[src/rtl/control_unit.sv]
// Multicycle main controller: sequences fetch/decode/execute/memory/write-back
// and the opcode/funct/overflow exception path through EPC and the handler vector.
module control_unit #(
    parameter int unsigned SP_INIT = 227
) (
    input  logic       clk,
    input  logic       rst,
    input  logic [5:0] opcode,
    input  logic [5:0] funct,
    input  logic       ula_zero,
    input  logic       ula_overflow,
    output logic [1:0] crtl_iord,
    output logic [1:0] crtl_error,
    output logic       crtl_memwrite,
    output logic       crtl_irwrite,
    output logic       crtl_memDataRegWrite,
    output logic       crtl_regwrite,
    output logic [2:0] crtl_regdst,
    output logic [3:0] crtl_memtoreg,
    output logic       crtl_rega,
    output logic       crtl_regb,
    output logic       crtl_regaluout,
    output logic       crtl_regepc,
    output logic       crtl_ulasrca,
    output logic [1:0] crtl_ulasrcb,
    output logic [2:0] ULA_CRTL_out,
    output logic [2:0] crtl_pcsource,
    output logic       PC_w,
    output logic [1:0] crtl_ss,
    output logic       crtl_ls,
    output logic [4:0] state_o
);
    localparam logic [4:0] S_RESET  = 5'd0,  S_FETCH0 = 5'd1,  S_FETCH1 = 5'd2,  S_DECODE = 5'd3,
                           S_R_EXEC = 5'd4,  S_R_WB   = 5'd5,  S_I_EXEC = 5'd6,  S_I_WB   = 5'd7,
                           S_ADDR   = 5'd8,  S_LW_RD0 = 5'd9,  S_LW_RD1 = 5'd10, S_LW_WB  = 5'd11,
                           S_SW_WR  = 5'd12, S_BRANCH = 5'd13, S_JUMP   = 5'd14, S_JAL    = 5'd15,
                           S_JAL_WB = 5'd16, S_EXC0   = 5'd17, S_EXC1   = 5'd18, S_EXC2   = 5'd19,
                           S_EXC3   = 5'd20;

    localparam logic [5:0] OP_RTYPE = 6'h00, OP_J = 6'h02, OP_JAL = 6'h03, OP_BEQ = 6'h04,
                           OP_BNE = 6'h05, OP_ADDI = 6'h08, OP_LW = 6'h23, OP_SW = 6'h2B;
    localparam logic [5:0] FN_ADD = 6'h20, FN_SUB = 6'h22, FN_AND = 6'h24;

    // The stack pointer must sit below the handler vectors at bytes 253/254.
    if (SP_INIT >= 253) begin : g_sp_check
        $error("SP_INIT overlaps the exception handler vectors");
    end

    logic [4:0] state, state_next;
    logic [1:0] err, err_next;

    always_ff @(posedge clk) begin
        if (rst) begin
            state <= S_RESET;
            err   <= 2'b00;
        end else begin
            state <= state_next;
            err   <= err_next;
        end
    end

    always_comb begin
        state_next           = state;
        err_next             = err;
        crtl_iord            = 2'b00;
        crtl_memwrite        = 1'b0;
        crtl_irwrite         = 1'b0;
        crtl_memDataRegWrite = 1'b0;
        crtl_regwrite        = 1'b0;
        crtl_regdst          = 3'b000;
        crtl_memtoreg        = 4'b0000;
        crtl_rega            = 1'b0;
        crtl_regb            = 1'b0;
        crtl_regaluout       = 1'b0;
        crtl_regepc          = 1'b0;
        crtl_ulasrca         = 1'b0;
        crtl_ulasrcb         = 2'b00;
        ULA_CRTL_out         = 3'b000;
        crtl_pcsource        = 3'b000;
        PC_w                 = 1'b0;
        crtl_ls              = 1'b0;

        case (state)
            S_RESET: begin
                crtl_regdst   = 3'b011;
                crtl_memtoreg = 4'b1000;
                crtl_regwrite = 1'b1;
                state_next    = S_FETCH0;
            end
            S_FETCH0: state_next = S_FETCH1;
            S_FETCH1: begin
                crtl_irwrite = 1'b1;
                crtl_ulasrcb = 2'b01;
                ULA_CRTL_out = 3'b001;
                PC_w         = 1'b1;
                state_next   = S_DECODE;
            end
            S_DECODE: begin
                crtl_rega      = 1'b1;
                crtl_regb      = 1'b1;
                crtl_ulasrcb   = 2'b11;
                ULA_CRTL_out   = 3'b001;
                crtl_regaluout = 1'b1;
                case (opcode)
                    OP_RTYPE: begin
                        if (funct == FN_ADD || funct == FN_SUB || funct == FN_AND) begin
                            state_next = S_R_EXEC;
                        end else begin
                            state_next = S_EXC0;
                            err_next   = 2'b00;
                        end
                    end
                    OP_ADDI:       state_next = S_I_EXEC;
                    OP_LW, OP_SW:  state_next = S_ADDR;
                    OP_BEQ, OP_BNE: state_next = S_BRANCH;
                    OP_J:          state_next = S_JUMP;
                    OP_JAL:        state_next = S_JAL;
                    default: begin
                        state_next = S_EXC0;
                        err_next   = 2'b00;
                    end
                endcase
            end
            S_R_EXEC: begin
                crtl_ulasrca   = 1'b1;
                crtl_regaluout = 1'b1;
                case (funct)
                    FN_SUB:  ULA_CRTL_out = 3'b010;
                    FN_AND:  ULA_CRTL_out = 3'b011;
                    default: ULA_CRTL_out = 3'b001;
                endcase
                if (ula_overflow && (funct == FN_ADD || funct == FN_SUB)) begin
                    state_next = S_EXC0;
                    err_next   = 2'b01;
                end else begin
                    state_next = S_R_WB;
                end
            end
            S_R_WB: begin
                crtl_regdst   = 3'b001;
                crtl_memtoreg = 4'b0001;
                crtl_regwrite = 1'b1;
                state_next    = S_FETCH0;
            end
            S_I_EXEC: begin
                crtl_ulasrca   = 1'b1;
                crtl_ulasrcb   = 2'b10;
                ULA_CRTL_out   = 3'b001;
                crtl_regaluout = 1'b1;
                if (ula_overflow) begin
                    state_next = S_EXC0;
                    err_next   = 2'b01;
                end else begin
                    state_next = S_I_WB;
                end
            end
            S_I_WB: begin
                crtl_memtoreg = 4'b0001;
                crtl_regwrite = 1'b1;
                state_next    = S_FETCH0;
            end
            S_ADDR: begin
                crtl_ulasrca   = 1'b1;
                crtl_ulasrcb   = 2'b10;
                ULA_CRTL_out   = 3'b001;
                crtl_regaluout = 1'b1;
                state_next     = (opcode == OP_LW) ? S_LW_RD0 : S_SW_WR;
            end
            S_LW_RD0: begin
                crtl_iord  = 2'b10;
                state_next = S_LW_RD1;
            end
            S_LW_RD1: begin
                crtl_iord            = 2'b10;
                crtl_memDataRegWrite = 1'b1;
                state_next           = S_LW_WB;
            end
            S_LW_WB: begin
                crtl_memtoreg = 4'b0100;
                crtl_regwrite = 1'b1;
                state_next    = S_FETCH0;
            end
            S_SW_WR: begin
                crtl_iord     = 2'b10;
                crtl_memwrite = 1'b1;
                state_next    = S_FETCH0;
            end
            S_BRANCH: begin
                crtl_ulasrca  = 1'b1;
                ULA_CRTL_out  = 3'b010;
                crtl_pcsource = 3'b001;
                PC_w          = (opcode == OP_BEQ) ? ula_zero : ~ula_zero;
                state_next    = S_FETCH0;
            end
            S_JUMP: begin
                crtl_pcsource = 3'b010;
                PC_w          = 1'b1;
                state_next    = S_FETCH0;
            end
            S_JAL: begin
                crtl_regaluout = 1'b1;
                state_next     = S_JAL_WB;
            end
            S_JAL_WB: begin
                crtl_regdst   = 3'b010;
                crtl_memtoreg = 4'b0001;
                crtl_regwrite = 1'b1;
                crtl_pcsource = 3'b010;
                PC_w          = 1'b1;
                state_next    = S_FETCH0;
            end
            S_EXC0: begin
                crtl_ulasrcb = 2'b01;
                ULA_CRTL_out = 3'b010;
                crtl_regepc  = 1'b1;
                state_next   = S_EXC1;
            end
            S_EXC1: begin
                crtl_iord  = 2'b01;
                state_next = S_EXC2;
            end
            S_EXC2: begin
                crtl_iord            = 2'b01;
                crtl_memDataRegWrite = 1'b1;
                state_next           = S_EXC3;
            end
            S_EXC3: begin
                crtl_ls       = 1'b1;
                crtl_pcsource = 3'b100;
                PC_w          = 1'b1;
                state_next    = S_FETCH0;
            end
            default: state_next = S_RESET;
        endcase

        // Selects stay decoded from state; only the enables are gated by reset.
        if (rst) begin
            crtl_memwrite        = 1'b0;
            crtl_irwrite         = 1'b0;
            crtl_memDataRegWrite = 1'b0;
            crtl_regwrite        = 1'b0;
            crtl_rega            = 1'b0;
            crtl_regb            = 1'b0;
            crtl_regaluout       = 1'b0;
            crtl_regepc          = 1'b0;
            PC_w                 = 1'b0;
        end
    end

    assign crtl_error = err;
    assign crtl_ss    = 2'b00;
    assign state_o    = state;
endmodule
[config.mk]
export PLATFORM = sky130hd
export DESIGN_NAME = control_unit
export DESIGN_NICKNAME = d
export VERILOG_FILES = /design/src/rtl/control_unit.sv
export SDC_FILE = /design/constraint.sdc
export NUM_CORES = 1
export LEC_CHECK = 0
export BUFFER_PORTS_ARGS = -buffer_cell sky130_fd_sc_hd__buf_2
export CORE_UTILIZATION = 45
export CTS_CLUSTER_SIZE = 25
export DETAILED_ROUTE_END_ITERATION = 10
export PLACE_DENSITY = 0.79
export SYNTH_ARGS = -nofsm -noshare
export SYNTH_HDL_FRONTEND = slang
export SYNTH_SLANG_ARGS = --single-unit
[constraint.sdc]
create_clock -name clk -period 2.3 [get_ports clk]
set_input_delay 0.46 -clock clk [delete_from_list [all_inputs] [get_ports clk]]
set_output_delay 0.46 -clock clk [all_outputs]
set_load 0.02 [all_outputs]
Yosys cells after proc, flatten, opt, wreduce, memory -nomap -nowiden:

Cells that the tools add are included.
Widths: inputs -> output; s select.

* equal/unequal tests: 34
* multiplexer cells: 37
* reduce and logical (&&, ||, !) cells: 24
* bitwise gates (word level): 1

Operators by type and width (number)
* $pmux 5 s13: 1
* $eq 5x4->1 const B: 8
* $eq 6x6->1 const B: 5
* $pmux 5 s6: 1
* $eq 5x5->1 const B: 5
* $pmux 2 s3: 4
* $eq 5x3->1 const B: 4
* $mux 1: 18
* $reduce_or 2->1: 8
* $mux 5: 3
* $eq 6x2->1 const B: 2
* $eq 6x3->1 const B: 2
* $pmux 2 s2: 3
* $pmux 4 s3: 1
* $reduce_or 4->1: 3
* $eq 5x2->1 const B: 2
* $reduce_or 5->1: 2
* $pmux 3 s3: 1
* $reduce_or 9->1: 1
* $reduce_or 7->1: 1
* $eq 6x4->1 const B: 1
* $logic_not 6->1: 1
* $mux 2: 3
* $ne 2x2->1 const B: 3
* 11 further kinds: 13

* word-level logic and storage cells: 98
* input bits: 16
* output and inout port bits: 37
* bits in registers: 7

Logic depth before layout (Yosys ltp):

* depth after elaboration: 6
* depth in mapped cells: 7
* depth with buffers taken out: 5

Worst setup path before layout:

Ideal clock, no wire load.

* kind: reg-to-output
* from: register state[2] (netlist: state_o[2])
* to: output PC_w
* cell stages (with the launch flop): 7
* data required time: 1.840 ns
* path buffers: 2
* arrival: 1.802 ns
* setup slack: 0.038 ns
* cell sequence: dfxtp_1 buf_4 clkbuf_1 nand2_1 nor2_1 nand2_1 a21oi_1

* cells in the longest elaborated chain, start to end: 4
* elaborated cells on any way between the ends: 8
* those cells by class: 5 x eq/ne; 2 x mux; 1 x reduce/logical

RTL lines
* start, declared: RTL line 49 `logic [4:0] state, state_next;`
* start signal, assigned: RTL line 57 `state <= state_next;`
* $eq 5x5->1 (tied with other cells): RTL line 83 `case (state)`
* $reduce_or 4->1 (no source line)
* $pmux 1 s2 *: RTL line 83
* $mux 1 *: RTL line 237 `if (rst) begin`
* end, declared: RTL line 28 `output logic PC_w,`

Mark *: on every way between the ends. The rest lies on a longest branch, timed or not.

Final worst setup path:

* from: input opcode[5]
* to: output PC_w

* cells in the longest elaborated chain, start to end: 4

RTL lines
* start, declared: RTL line 8 `input logic [5:0] opcode,`
* $eq 6x3->1: RTL line 192 `PC_w = (opcode == OP_BEQ) ? ula_zero : ~ula_zero;`
* $mux 1: RTL line 192
* $pmux 1 s2: RTL line 83
* $mux 1: RTL line 237

Every way passes these cells.

==> impl_results.md <==
- Period utilisation layout: 0.937
- Clk_lat worst skew: 0.24 ns
- Max Clk Rate: between 0.4 and 0.5 GHz
- Initial DRC Count: 40
- Seq. cell area: roughly 120 um2
- First-pass GRT wire length: about 5000 um
- Max Buffers Root-to-Sink: 2
- Vias per inst: between 5 and 6
- Clock Sinks: 6
- CTS Buf Count: 3
- P per Cell Area: roughly 360 nW/um2
- Combinational family with the most area after synthesis: simple AND/OR/NAND/NOR gates
- Unrepaired setup endpoints after global routing: false
- Cell area after layout: about 1400 um2
- Worst clock skew: about 0.0028 ns
- Chip Width: between 50 and 60 um
- Ant. Diodes: 0
- CP startpoint kind: input pin
- Worst setup path start: opcode[5]
- Syn avg cell area: around 6.4 um2
- Crit path max-delay family: simple AND/OR/NAND/NOR gates
- Buf/Inv on CP: 2
- CP max-delay cell: nor4_2
- Hold wc startpoint: crtl_error[0]
- Critical path fanouts, max: 6
- Largest net degree at the start of global routing: 19
- Mapped Cells: roughly 170
- Vias: 1387
- DP HPWL: about 2400 um
- Crit Reg-Reg Startpoint: state_o[3]
- Sequential-to-total area share from yosys stat: 0.111
- Starting Density: 0.483
- Clk slew on worst S/H paths: around 0.04 ns
- Gr usage total: 0.248
- H-tree depth: 1
- Adder-Cell Fraction of Synth Area: 0
- Compound-Gate Fraction of Synth Area: 0.285
- Setup-failing EPs final: 0
- Critical path arrival: 1.69 ns
- DR DRC count: 0
- Die Span Y: 51.0 um
- CTS tree: yes
- DRT Wirelength: about 3200 um
- Final ANT Viol Nets: 0
- Synth Flop Type: dfxtp_1
- # Max-Cap Violations: 0
- Hold Violations, Final: 0
- Mux contribution to synthesized area: 0.00928
- Ports: 53
- Outcome: completed
- TNS Setup: 0 ns
- Number of port buffers: 46
- Core Area: approximately 2200 um2
- Overflow after GRT: 0
- Post-Syn Area: ~1100 um2
- CP required: around 1.8 ns
- Fill count: approximately 240
- Fin nets: approximately 230
- Max stage delay on crit path: between 0.4 and 0.5 ns
- Combined area of the multi-input logic cells: between 800 and 900 um2
- Crit-path cells: buf_2 -> nor4_2 -> nand3b_1 -> xor2_1 -> nand2_1 -> a21oi_1 -> buf_2
- Placer Congestion: between 0.8 and 0.9
- Warnings, synthesis: 0
- # placed instances: between 200 and 250
- Simple-gate share of the synthesized area: 0.444
- Overall power: about 0.49 mW
- Synth-to-Final Area Change: 25.8%
- Hold Crit Class: reg2reg
- Crit path kind: in2out
- XOR/XNOR Fraction of Synth Area: 0.0244
- Critical path endpoint category: output port
- Placed cell area: roughly 1300 um2
- Share of cells above drive strength 1: 0.333
- Seq cells post-synth: 6
- Most frequent CP cell: buf_2
- Initial antenna violation count: 0
- Slew Viols, Final: 0
- Yosys cell types: 44
- Minimum clock period: 2.15 ns
- Routed WL per cell: between 10 and 15 um
- Clock root cell: clkbuf_4
- Vias in the first global route: 1163
- Reported leakage power: around 0.62 nW
- Worst vdd ir: 376 uV
- Pre-antenna DRT Iters: 4
- Row cnt: 17
- Die area: roughly 2600 um2
- Share of synthesized flip-flops with an asynchronous set or reset: 0
- Number of synthesized flops with an enable pin: 0
- Layout Cells excl Fill: 238
cell type report:
type / instances / area share
sequential: 6 / 0.0913
inverter: 1 / 0.00277
tap: 28 / 0.0258
clock buffer: 3 / 0.0166
multi-input combinational: 143 / 0.633
timing repair buffer: 57 / 0.231
worst paths after layout:
| kind | end | slack (ns) | cells after the start |
|---|---|---|---|
| max | PC_w | 0.15 | 7 |
| min | crtl_error[0] | 0.62 | 3 |
| max reg2reg | state_o[4] | 0.38 | 5 |
| min reg2reg | crtl_error[0] | 0.62 | 3 |
flip-flops by register name, summed over array words and instances, names as in the netlist:
signal,count
crtl_error,1
state_o,5
power by group:
group	leakage [nW]	switching, mW	internal, mW
registers	0.0505	0.0128	0.110
logic	0.553	0.165	0.103
clock network	0.0138	0.0361	0.0589
worst register-to-register path, cell delays in order, from the launching register on:
cell and delay [ns]:
dfxtp_2 0.40, or3_4 0.41, or2_4 0.30, o311a_4 0.39, a221oi_2 0.25, nor2_1 0.06
cell families (layout without fill, tap and decap cells):
kind of cell | Yosys count | in the layout
flops | 6 | 6
mux | 1 | 1
xor+xnor | 3 | 3
buf+inv | 24 | 61
simple gates | 89 | 89
compound gates | 44 | 44
other cells | 1 | 6
cells in the final DEF (no fill, tap or decap), drive strengths merged, types with 2 or more instances in the layout:
master | synthesis | final
conb | 1 | 6
nand3 | 4 | 4
dfxtp | 6 | 6
a21boi | 2 | 2
nor3 | 16 | 16
clkbuf | 13 | 3
a21oi | 15 | 15
nor3b | 3 | 3
xnor2 | 2 | 2
a21o | 5 | 5
and3 | 2 | 2
nor4 | 3 | 3
nand2b | 9 | 9
or2 | 3 | 3
buf | 10 | 57
nor2 | 25 | 25
a221oi | 2 | 2
o21ai | 6 | 6
a31oi | 3 | 3
nand3b | 5 | 5
nor2b | 7 | 7
nand2 | 8 | 8
o31a | 2 | 2
synth_stat cells (2+ instances only):
cell      instances  area, um2
nand3b_1          5       37.5
nand3_1           4       20.0
xnor2_1           2       17.5
nor3b_1           3       22.5
o21ai_0           5       25.0
a21o_1            5       37.5
nor4_1            3       18.8
nand2_1           8       30.0
nor3_1           16       80.1
nand2b_1          9       56.3
nor2_1           25       93.8
clkbuf_1         13       48.8
o31a_1            2       17.5
nor2b_1           7       43.8
or2_1             2       12.5
dfxtp_1           6        120
a31oi_1           3       18.8
and3_1            2       12.5
a21oi_1          15       75.1
buf_4             9       67.6
layer usage:
| layer | vias up | track usage | part of all wire |
|---|---|---|---|
| met1 | 653 | 0.337 | 0.46 |
| met2 | 54 | 0.421 | 0.48 |
| li1 | 680 | - | - |
| met4 | 0 | 0.0278 | 0 |
| met3 | 0 | 0.0387 | 0.062 |
| met5 | - | 0 | 0 |
what timing repair did:
action / in CTS / in global routing
hold buffers: 0 / 0
setup buffers: 0 / 0
gates resized for setup: 1 / 5
hold endpoints to repair: 0 / 0
pin swaps: 0 / 0
endpoints found under the setup margin: 2 / 4
metrics by stage:
| stage | hold slack, ns | setup slack [ns] | utilization |
|---|---|---|---|
| global route | 0.621 | 0.0390 | 0.607 |
| finish | 0.622 | 0.145 | 0.607 |
| floorplan | 0.645 | 0.0382 | - |
| global placement | 0.588 | 0.123 | 0.590 |
| detailed placement | 0.594 | 0.0869 | 0.590 |
| CTS | 0.612 | 0.0589 | 0.601 |
(Power assumes the default switching activity.)
